--- src/rtl/mem_arbiter2_if.sv ---
// Bundle of signals between the two requesters, the arbiter and the single-port block memory.
// The arbiter uses the slave view; the processor side and memory use the master view.
interface mem_arbiter2_if #(
    parameter int ADDR_W = 10,
    parameter int DATA_W = 16
);
    logic              req0;
    logic              we0;
    logic [ADDR_W-1:0] addr0;
    logic [DATA_W-1:0] wdata0;
    logic              ack0;
    logic [DATA_W-1:0] rdata0;

    logic              req1;
    logic              we1;
    logic [ADDR_W-1:0] addr1;
    logic [DATA_W-1:0] wdata1;
    logic              ack1;
    logic [DATA_W-1:0] rdata1;

    logic              mem_we;
    logic [ADDR_W-1:0] mem_addr;
    logic [DATA_W-1:0] mem_din;
    logic [DATA_W-1:0] mem_dout;
    logic              busy;

    modport slave (
        input  req0, we0, addr0, wdata0,
        input  req1, we1, addr1, wdata1,
        input  mem_dout,
        output ack0, rdata0, ack1, rdata1,
        output mem_we, mem_addr, mem_din, busy
    );

    modport master (
        output req0, we0, addr0, wdata0,
        output req1, we1, addr1, wdata1,
        output mem_dout,
        input  ack0, rdata0, ack1, rdata1,
        input  mem_we, mem_addr, mem_din, busy
    );
endinterface

--- src/rtl/mem_arbiter2.sv ---
// Two-port arbiter in front of a single-port block memory: one access at a time,
// IDLE -> ACCESS -> WAIT (READ_LAT cycles) -> RESP, with a one-cycle ack to the winner.
module mem_arbiter2 #(
    parameter int ADDR_W     = 10,
    parameter int DATA_W     = 16,
    parameter int READ_LAT   = 1,
    parameter int FIXED_PRIO = 0
) (
    input logic           clka,
    input logic           rst,
    mem_arbiter2_if.slave bus
);
    localparam int CNT_W = (READ_LAT > 1) ? $clog2(READ_LAT) : 1;

    typedef enum logic [1:0] {IDLE, ACCESS, WAIT, RESP} state_t;

    state_t            state, state_d;
    logic [CNT_W-1:0]  cnt, cnt_d;
    logic              winner, winner_d;
    logic              last_grant, last_grant_d;
    logic              is_write, is_write_d;
    logic              mem_we, mem_we_d;
    logic [ADDR_W-1:0] mem_addr, mem_addr_d;
    logic [DATA_W-1:0] mem_din, mem_din_d;
    logic              ack0, ack0_d, ack1, ack1_d;
    logic [DATA_W-1:0] rdata0, rdata0_d, rdata1, rdata1_d;
    logic              busy, busy_d;
    logic              pick;

    // Ties go to port 1 in fixed mode, otherwise to the port that did not win last time
    always_comb begin
        if (bus.req0 && bus.req1)
            pick = (FIXED_PRIO != 0) ? 1'b1 : ~last_grant;
        else
            pick = bus.req1;
    end

    always_comb begin
        state_d      = state;
        cnt_d        = cnt;
        winner_d     = winner;
        last_grant_d = last_grant;
        is_write_d   = is_write;
        mem_we_d     = 1'b0;
        mem_addr_d   = mem_addr;
        mem_din_d    = mem_din;
        ack0_d       = 1'b0;
        ack1_d       = 1'b0;
        rdata0_d     = rdata0;
        rdata1_d     = rdata1;
        case (state)
            IDLE: begin
                if (bus.req0 || bus.req1) begin
                    winner_d     = pick;
                    last_grant_d = pick;
                    mem_addr_d   = pick ? bus.addr1  : bus.addr0;
                    mem_din_d    = pick ? bus.wdata1 : bus.wdata0;
                    mem_we_d     = pick ? bus.we1    : bus.we0;
                    is_write_d   = pick ? bus.we1    : bus.we0;
                    state_d      = ACCESS;
                end
            end
            ACCESS: begin
                cnt_d   = '0;
                state_d = WAIT;
            end
            WAIT: begin
                if (cnt == CNT_W'(READ_LAT - 1)) begin
                    if (!is_write) begin
                        if (winner) rdata1_d = bus.mem_dout;
                        else        rdata0_d = bus.mem_dout;
                    end
                    ack0_d  = ~winner;
                    ack1_d  = winner;
                    state_d = RESP;
                end else begin
                    cnt_d = cnt + 1'b1;
                end
            end
            RESP: begin
                state_d = IDLE;
            end
            default: state_d = IDLE;
        endcase
        busy_d = (state_d != IDLE);
    end

    always_ff @(posedge clka or posedge rst) begin
        if (rst) begin
            state      <= IDLE;
            cnt        <= '0;
            winner     <= 1'b0;
            last_grant <= 1'b1;
            is_write   <= 1'b0;
            mem_we     <= 1'b0;
            mem_addr   <= '0;
            mem_din    <= '0;
            ack0       <= 1'b0;
            ack1       <= 1'b0;
            rdata0     <= '0;
            rdata1     <= '0;
            busy       <= 1'b0;
        end else begin
            state      <= state_d;
            cnt        <= cnt_d;
            winner     <= winner_d;
            last_grant <= last_grant_d;
            is_write   <= is_write_d;
            mem_we     <= mem_we_d;
            mem_addr   <= mem_addr_d;
            mem_din    <= mem_din_d;
            ack0       <= ack0_d;
            ack1       <= ack1_d;
            rdata0     <= rdata0_d;
            rdata1     <= rdata1_d;
            busy       <= busy_d;
        end
    end

    assign bus.mem_we   = mem_we;
    assign bus.mem_addr = mem_addr;
    assign bus.mem_din  = mem_din;
    assign bus.ack0     = ack0;
    assign bus.ack1     = ack1;
    assign bus.rdata0   = rdata0;
    assign bus.rdata1   = rdata1;
    assign bus.busy     = busy;
endmodule

--- src/flat_wrapper.sv ---
// flat-port wrapper written by rule: the top's interface ports become plain ports
module mem_arbiter2_flat 
#(
    parameter int ADDR_W     = 10,
    parameter int DATA_W     = 16,
    parameter int READ_LAT   = 1,
    parameter int FIXED_PRIO = 0
)
  (clka, rst, bus_req0, bus_we0, bus_addr0, bus_wdata0, bus_req1, bus_we1, bus_addr1, bus_wdata1, bus_mem_dout, bus_ack0, bus_rdata0, bus_ack1, bus_rdata1, bus_mem_we, bus_mem_addr, bus_mem_din, bus_busy);
  mem_arbiter2_if #(.ADDR_W(ADDR_W), .DATA_W(DATA_W)) bus_i ();
  input logic clka;
  input logic rst;
  input wire logic [$bits(bus_i.req0)-1:0] bus_req0;
  input wire logic [$bits(bus_i.we0)-1:0] bus_we0;
  input wire logic [$bits(bus_i.addr0)-1:0] bus_addr0;
  input wire logic [$bits(bus_i.wdata0)-1:0] bus_wdata0;
  input wire logic [$bits(bus_i.req1)-1:0] bus_req1;
  input wire logic [$bits(bus_i.we1)-1:0] bus_we1;
  input wire logic [$bits(bus_i.addr1)-1:0] bus_addr1;
  input wire logic [$bits(bus_i.wdata1)-1:0] bus_wdata1;
  input wire logic [$bits(bus_i.mem_dout)-1:0] bus_mem_dout;
  output wire logic [$bits(bus_i.ack0)-1:0] bus_ack0;
  output wire logic [$bits(bus_i.rdata0)-1:0] bus_rdata0;
  output wire logic [$bits(bus_i.ack1)-1:0] bus_ack1;
  output wire logic [$bits(bus_i.rdata1)-1:0] bus_rdata1;
  output wire logic [$bits(bus_i.mem_we)-1:0] bus_mem_we;
  output wire logic [$bits(bus_i.mem_addr)-1:0] bus_mem_addr;
  output wire logic [$bits(bus_i.mem_din)-1:0] bus_mem_din;
  output wire logic [$bits(bus_i.busy)-1:0] bus_busy;
  assign bus_i.req0 = bus_req0;
  assign bus_i.we0 = bus_we0;
  assign bus_i.addr0 = bus_addr0;
  assign bus_i.wdata0 = bus_wdata0;
  assign bus_i.req1 = bus_req1;
  assign bus_i.we1 = bus_we1;
  assign bus_i.addr1 = bus_addr1;
  assign bus_i.wdata1 = bus_wdata1;
  assign bus_i.mem_dout = bus_mem_dout;
  assign bus_ack0 = bus_i.ack0;
  assign bus_rdata0 = bus_i.rdata0;
  assign bus_ack1 = bus_i.ack1;
  assign bus_rdata1 = bus_i.rdata1;
  assign bus_mem_we = bus_i.mem_we;
  assign bus_mem_addr = bus_i.mem_addr;
  assign bus_mem_din = bus_i.mem_din;
  assign bus_busy = bus_i.busy;
  mem_arbiter2 #(.ADDR_W(ADDR_W), .DATA_W(DATA_W), .READ_LAT(READ_LAT), .FIXED_PRIO(FIXED_PRIO)) u_core (.clka(clka), .rst(rst), .bus(bus_i));
endmodule
--- config.mk ---
export PLATFORM = sky130hd
export DESIGN_NAME = mem_arbiter2_flat
export DESIGN_NICKNAME = d
export VERILOG_FILES = /design/src/rtl/mem_arbiter2_if.sv /design/src/rtl/mem_arbiter2.sv /design/src/flat_wrapper.sv
export SDC_FILE = /design/constraint.sdc
export NUM_CORES = 1
export LEC_CHECK = 0
export ABC_AREA = 1
export BUFFER_PORTS_ARGS = -buffer_cell sky130_fd_sc_hd__buf_2
export CAP_MARGIN = 40
export CORE_MARGIN = 10
export CORE_UTILIZATION = 51
export CTS_CLUSTER_SIZE = 20
export DETAILED_ROUTE_END_ITERATION = 12
export PLACE_DENSITY = 0.88
export RECOVER_POWER = 50
export SYNTH_ARGS = -nofsm -noshare
export SYNTH_HDL_FRONTEND = slang
export SYNTH_SLANG_ARGS = --single-unit
--- constraint.sdc ---
create_clock -name clka -period 3.1 [get_ports clka]
set_clock_uncertainty 0.2 [all_clocks]
set_input_delay 0.155 -clock clka [delete_from_list [all_inputs] [get_ports clka]]
set_output_delay 0.155 -clock clka [all_outputs]
set_load 0.05 [all_outputs]
Yosys cells after proc, flatten, opt, wreduce, memory -nomap -nowiden
Cells that the tools add are included.
{"block": "word_totals", "out_inout_bits": 62, "word_cells": 44, "in_bits": 74, "ff_bits": 68}
{"block": "classes", "n_reduce_logical": 8, "mux": 15, "add_sub_neg": 1, "bitwise": 4, "n_eq_ne": 3}
{"op": "2-to-1 mux 16 bit", "n": 1}
{"op": "2-to-1 mux 10 bit", "n": 1}
{"op": "2-to-1 mux 1 bit", "n": 9}
{"op": "case mux 2 bit (4 select lines)", "n": 1}
{"op": "AND reduction 4 bit", "n": 2}
{"op": "equality test 2 bit, second input constant", "n": 2}
{"op": "2-to-1 mux 2 bit", "n": 2}
{"op": "inverter 1 bit", "n": 4}
{"op": "nonzero test 2 bit", "n": 2}
{"op": "equality test 2 x 1 -> 1 bit, second input constant", "n": 1}
{"op": "zero test 2 bit", "n": 1}
{"op": "case mux 1 bit (2 select lines)", "n": 1}
{"op": "AND reduction 2 bit", "n": 1}
{"op": "adder 1 bit, second input constant", "n": 1}
{"op": "logical AND 1 bit", "n": 1}
{"op": "logical OR 1 bit", "n": 1}

Depth between registers and ports, before layout
{"block": "depth", "ltp_word": 5, "ltp_mapped": 8, "mapped_depth_nobuf": 7}

Worst setup path before layout
OpenSTA, ideal clock, no wires.
{"block": "synth_timing", "path_kind": "register -> register", "from": "register u_core.state[0]", "to": "register u_core.mem_addr[3] (netlist: u_core.bus.mem_addr[3])", "n_path_buf": 1, "slack_ns": 1.597, "arrival_time_ns": 1.185, "required_time_ns": 2.782, "setup_time_ns": 0.118, "path_stages_with_launch": 9, "path_cell_list": "dfrtp_1 > inv_1 > ha_1 > inv_2 > nor2_8 > inv_2 > buf_4 > nand2_1 > nand2_1"}
{"block": "synth_between", "elab_chain_cells": 2}
{"element": "start, declared", "line": "mem_arbiter2.sv:17", "source": "state_t state, state_d;"}
{"element": "start signal, assigned", "line": "mem_arbiter2.sv:104", "source": "state <= state_d;"}
{"element": "zero test 2 bit", "line": "mem_arbiter2.sv:51", "source": "case (state)"}
{"element": "AND reduction 2 bit (no line)"}
{"element": "end signal, assigned", "line": "mem_arbiter2.sv:110", "source": "mem_addr <= mem_addr_d;"}
{"element": "end, declared", "line": "mem_arbiter2.sv:23", "source": "logic [ADDR_W-1:0] mem_addr, mem_addr_d;"}
Every way passes these cells.
A chain may end at the register's enable or synchronous reset.

==> reports/metrics.csv <==
stage,metric,value,unit
route,routed length per instance,16.4,microns
grt,initial antenna violation count,1,
die,Die Y,97.6,microns
clocking,Post-CTS Resized,0,
logic_synthesis,Yosys cell types,18,
sta,RSZ-0062 raised after global routing,no,
run,MaxCap Viol Count,0,
power,Power per Cell Area,1160,nW/um^2
power,total power,5.34,mW
route,First DRT Iteration DRCs,122,
logic_synthesis,asr flop ratio synth,1.00,
hold_path,HP Class,in2reg,
route,Avg Vias per Cell,5.00,
place,Placed Instances,577,
place,routability cong.,0.846,
cells_and_area,fraction of layout cells with a size suffix above 1,0.166,
die,row cnt,28,
place,Buffers on Ports,135,
worst_setup_path,worst r2r src,u_core.last_grant,
die,Starting Density,0.522,
clocking,TritonCTS clock tree,built,
power,Worst VDD drop,0.000887,V
logic_synthesis,Mapped Area,3070,sq um
clocking,"Hold-fix buffers, CTS",72,
route,DRT antenna net count,0,
worst_setup_path,Worst EP arrival,2490,ps
sta,relative slew slack,0.212,
status,status,finished clean,
logic_synthesis,Cells after Synth,384,
route,Pre-antenna DRT Iters,5,
logic_synthesis,commonest cells in the netlist,"nand2_1, inv_1, dfrtp_1",
route,# DRC,0,
sta,fin crit period,2340,ps
hold_path,min-delay src,bus_req1,
sta,Slew Limit Fails,0,
logic_synthesis,"Seq/Total Area, Yosys",0.546,
logic_synthesis,Syn Nets,460,
worst_setup_path,Crit Path Class,in2async,
sta,# setup viols final,0,
worst_setup_path,CP required,3260,ps
worst_setup_path,CP Max Fanout,37,
sta,setup TNS,0,ps
logic_synthesis,synth warn,0,
clocking,total CTS buffers,9,
power,Leakage,2.50,nW
die,# IOs,136,
logic_synthesis,top-count cell post-synth,nand2_1,
logic_synthesis,Post-synth EDFFs,0,
sta,fmax,428,MHz
logic_synthesis,ys flop type,dfrtp_1,
grt,grt ovf,0,
worst_setup_path,CP startpoint,rst,
grt,largest net degree at the start of global routing,38,
grt,GRT Total Usage,0.224,
sta,Slew @ Worst Pin,1180,ps
worst_setup_path,CP Launch Type,primary input,
clocking,Clock Tree Buf Depth,2,
die,Core Area,5890,sq um
clocking,htree depth,3,
cells_and_area,non-filler cells in the finished layout,666,
sta,Hold WS,164,ps
cells_and_area,Finished Cell Area,4600,sq um
route,overall routed net length,10900,microns
logic_synthesis,Synth area leader,dfrtp_1,
route,routed via count,3330,
clocking,CTS root buf,clkbuf_8,
clocking,postcts setup bufs,0,
grt,global-route wire length before repair,17500,microns
clocking,"Clk Latency, worst-skew pair",350,ps
sta,Tcrit/Tclk final,0.754,
logic_synthesis,Yosys reg bits,67,
place,placed inst area,3740,sq um
logic_synthesis,Synth area leaders,"dfrtp_1, nand2_1, inv_1",
cells_and_area,Final nets,661,
logic_synthesis,Avg Inst Size Synth,8.00,sq um
worst_setup_path,Worst setup EP type,async pin,
cells_and_area,Synth-to-Final Area Change,49.8,%
sta,final hold vios,0,
clocking,"CTS clk-pin slew, worst paths",70,ps
grt,vias in the first global route,3559,
place,hpwl dp,6490,microns
clocking,clock sinks,67,
logic_synthesis,top cell type's share of synthesized area,0.537,
die,die area,9530,sq um
die,die width,97.6,microns
placed cells by master, fill, tap and decap left out, drive strengths merged:
master,n
dlygate4sd3,72
a21oi,1
clkbuf,73
clkinv,2
dfstp,1
diode,1
bufinv,2
dfrtp,66
buf,74
o21ai,32
inv,80
nand2,123
nand3,56
clkinvlp,2
ha,2
nor2,4
per-stage QoR:
step | util | setup slack [ps]
floorplan | - | 1060
global placement | 0.635 | 1150
detailed placement | 0.635 | 1100
CTS | 0.796 | 915
global route | 0.782 | 427
finish | 0.782 | 763
logic make-up (layout without fill, tap and decap cells):
group | count (synthesis) | after routing | share of synthesized area
buffers and inverters | 99 | 305 | 0.137
other | 0 | 1 | 0
AO/OA/AOI/OAI | 33 | 33 | 0.0537
adder cells (fa/ha/maj) | 2 | 2 | 0.00814
AND/OR/NAND/NOR | 183 | 183 | 0.255
flip-flops | 67 | 67 | 0.546
critical path, cell delays in order:
cell and delay (ps):
dlygate4sd3_1 530, buf_2 120, inv_1 830, clkbuf_2 830
report_power, final:
| group | switching, mW | total [mW] | internal [mW] | leakage [nW] |
|---|---|---|---|---|
| logic | 2.28 | 2.92 | 0.635 | 1.58 |
| registers | 0.278 | 1.60 | 1.32 | 0.815 |
| clock network | 0.348 | 0.823 | 0.474 | 0.108 |
| total | 2.91 | 5.34 | 2.43 | 2.50 |
registers in the layout, indices dropped and copies added (netlist names):
signal / cells
u_core.bus.mem_we: 1
u_core.winner: 1
u_core.bus.ack1: 1
u_core.state: 2
u_core.last_grant: 1
u_core.bus.rdata0: 16
u_core.bus.busy: 1
u_core.bus.rdata1: 16
u_core.bus.mem_addr: 10
u_core.bus.mem_din: 16
u_core.bus.ack0: 1
u_core.is_write: 1
per-layer routing:
layer	routed length [microns]	GRT usage	up-vias
met5	0	0	-
met3	847	0.0676	48
li1	-	-	1559
met2	5480	0.384	180
met1	4010	0.231	1543
met4	571	0.145	0
final timing paths:
kind	slack, ps	end	cells after the start
setup / recovery	760	u_core.bus.rdata0[12]	4
hold / removal	160	u_core.last_grant	3
setup reg to reg	890	u_core.bus.mem_din[2]	6
hold reg to reg	270	u_core.last_grant	2
max in group clka	890	u_core.bus.mem_din[2]	6
min in group asynchronous	460	u_core.bus.mem_din[5]	3
area by class of cell:
class / instances / area, sq um
Fill cell: 384 / 1280
Tap cell: 75 / 93.8
Multi-Input combinational cell: 218 / 971
Sequential cell: 67 / 1680
Timing Repair Buffer: 209 / 1330
Clock inverter: 6 / 88.8
Clock buffer: 10 / 138
Inverter: 80 / 300
Antenna cell: 1 / 2.50
No activity file was read; power rests on OpenSTA's default activity.
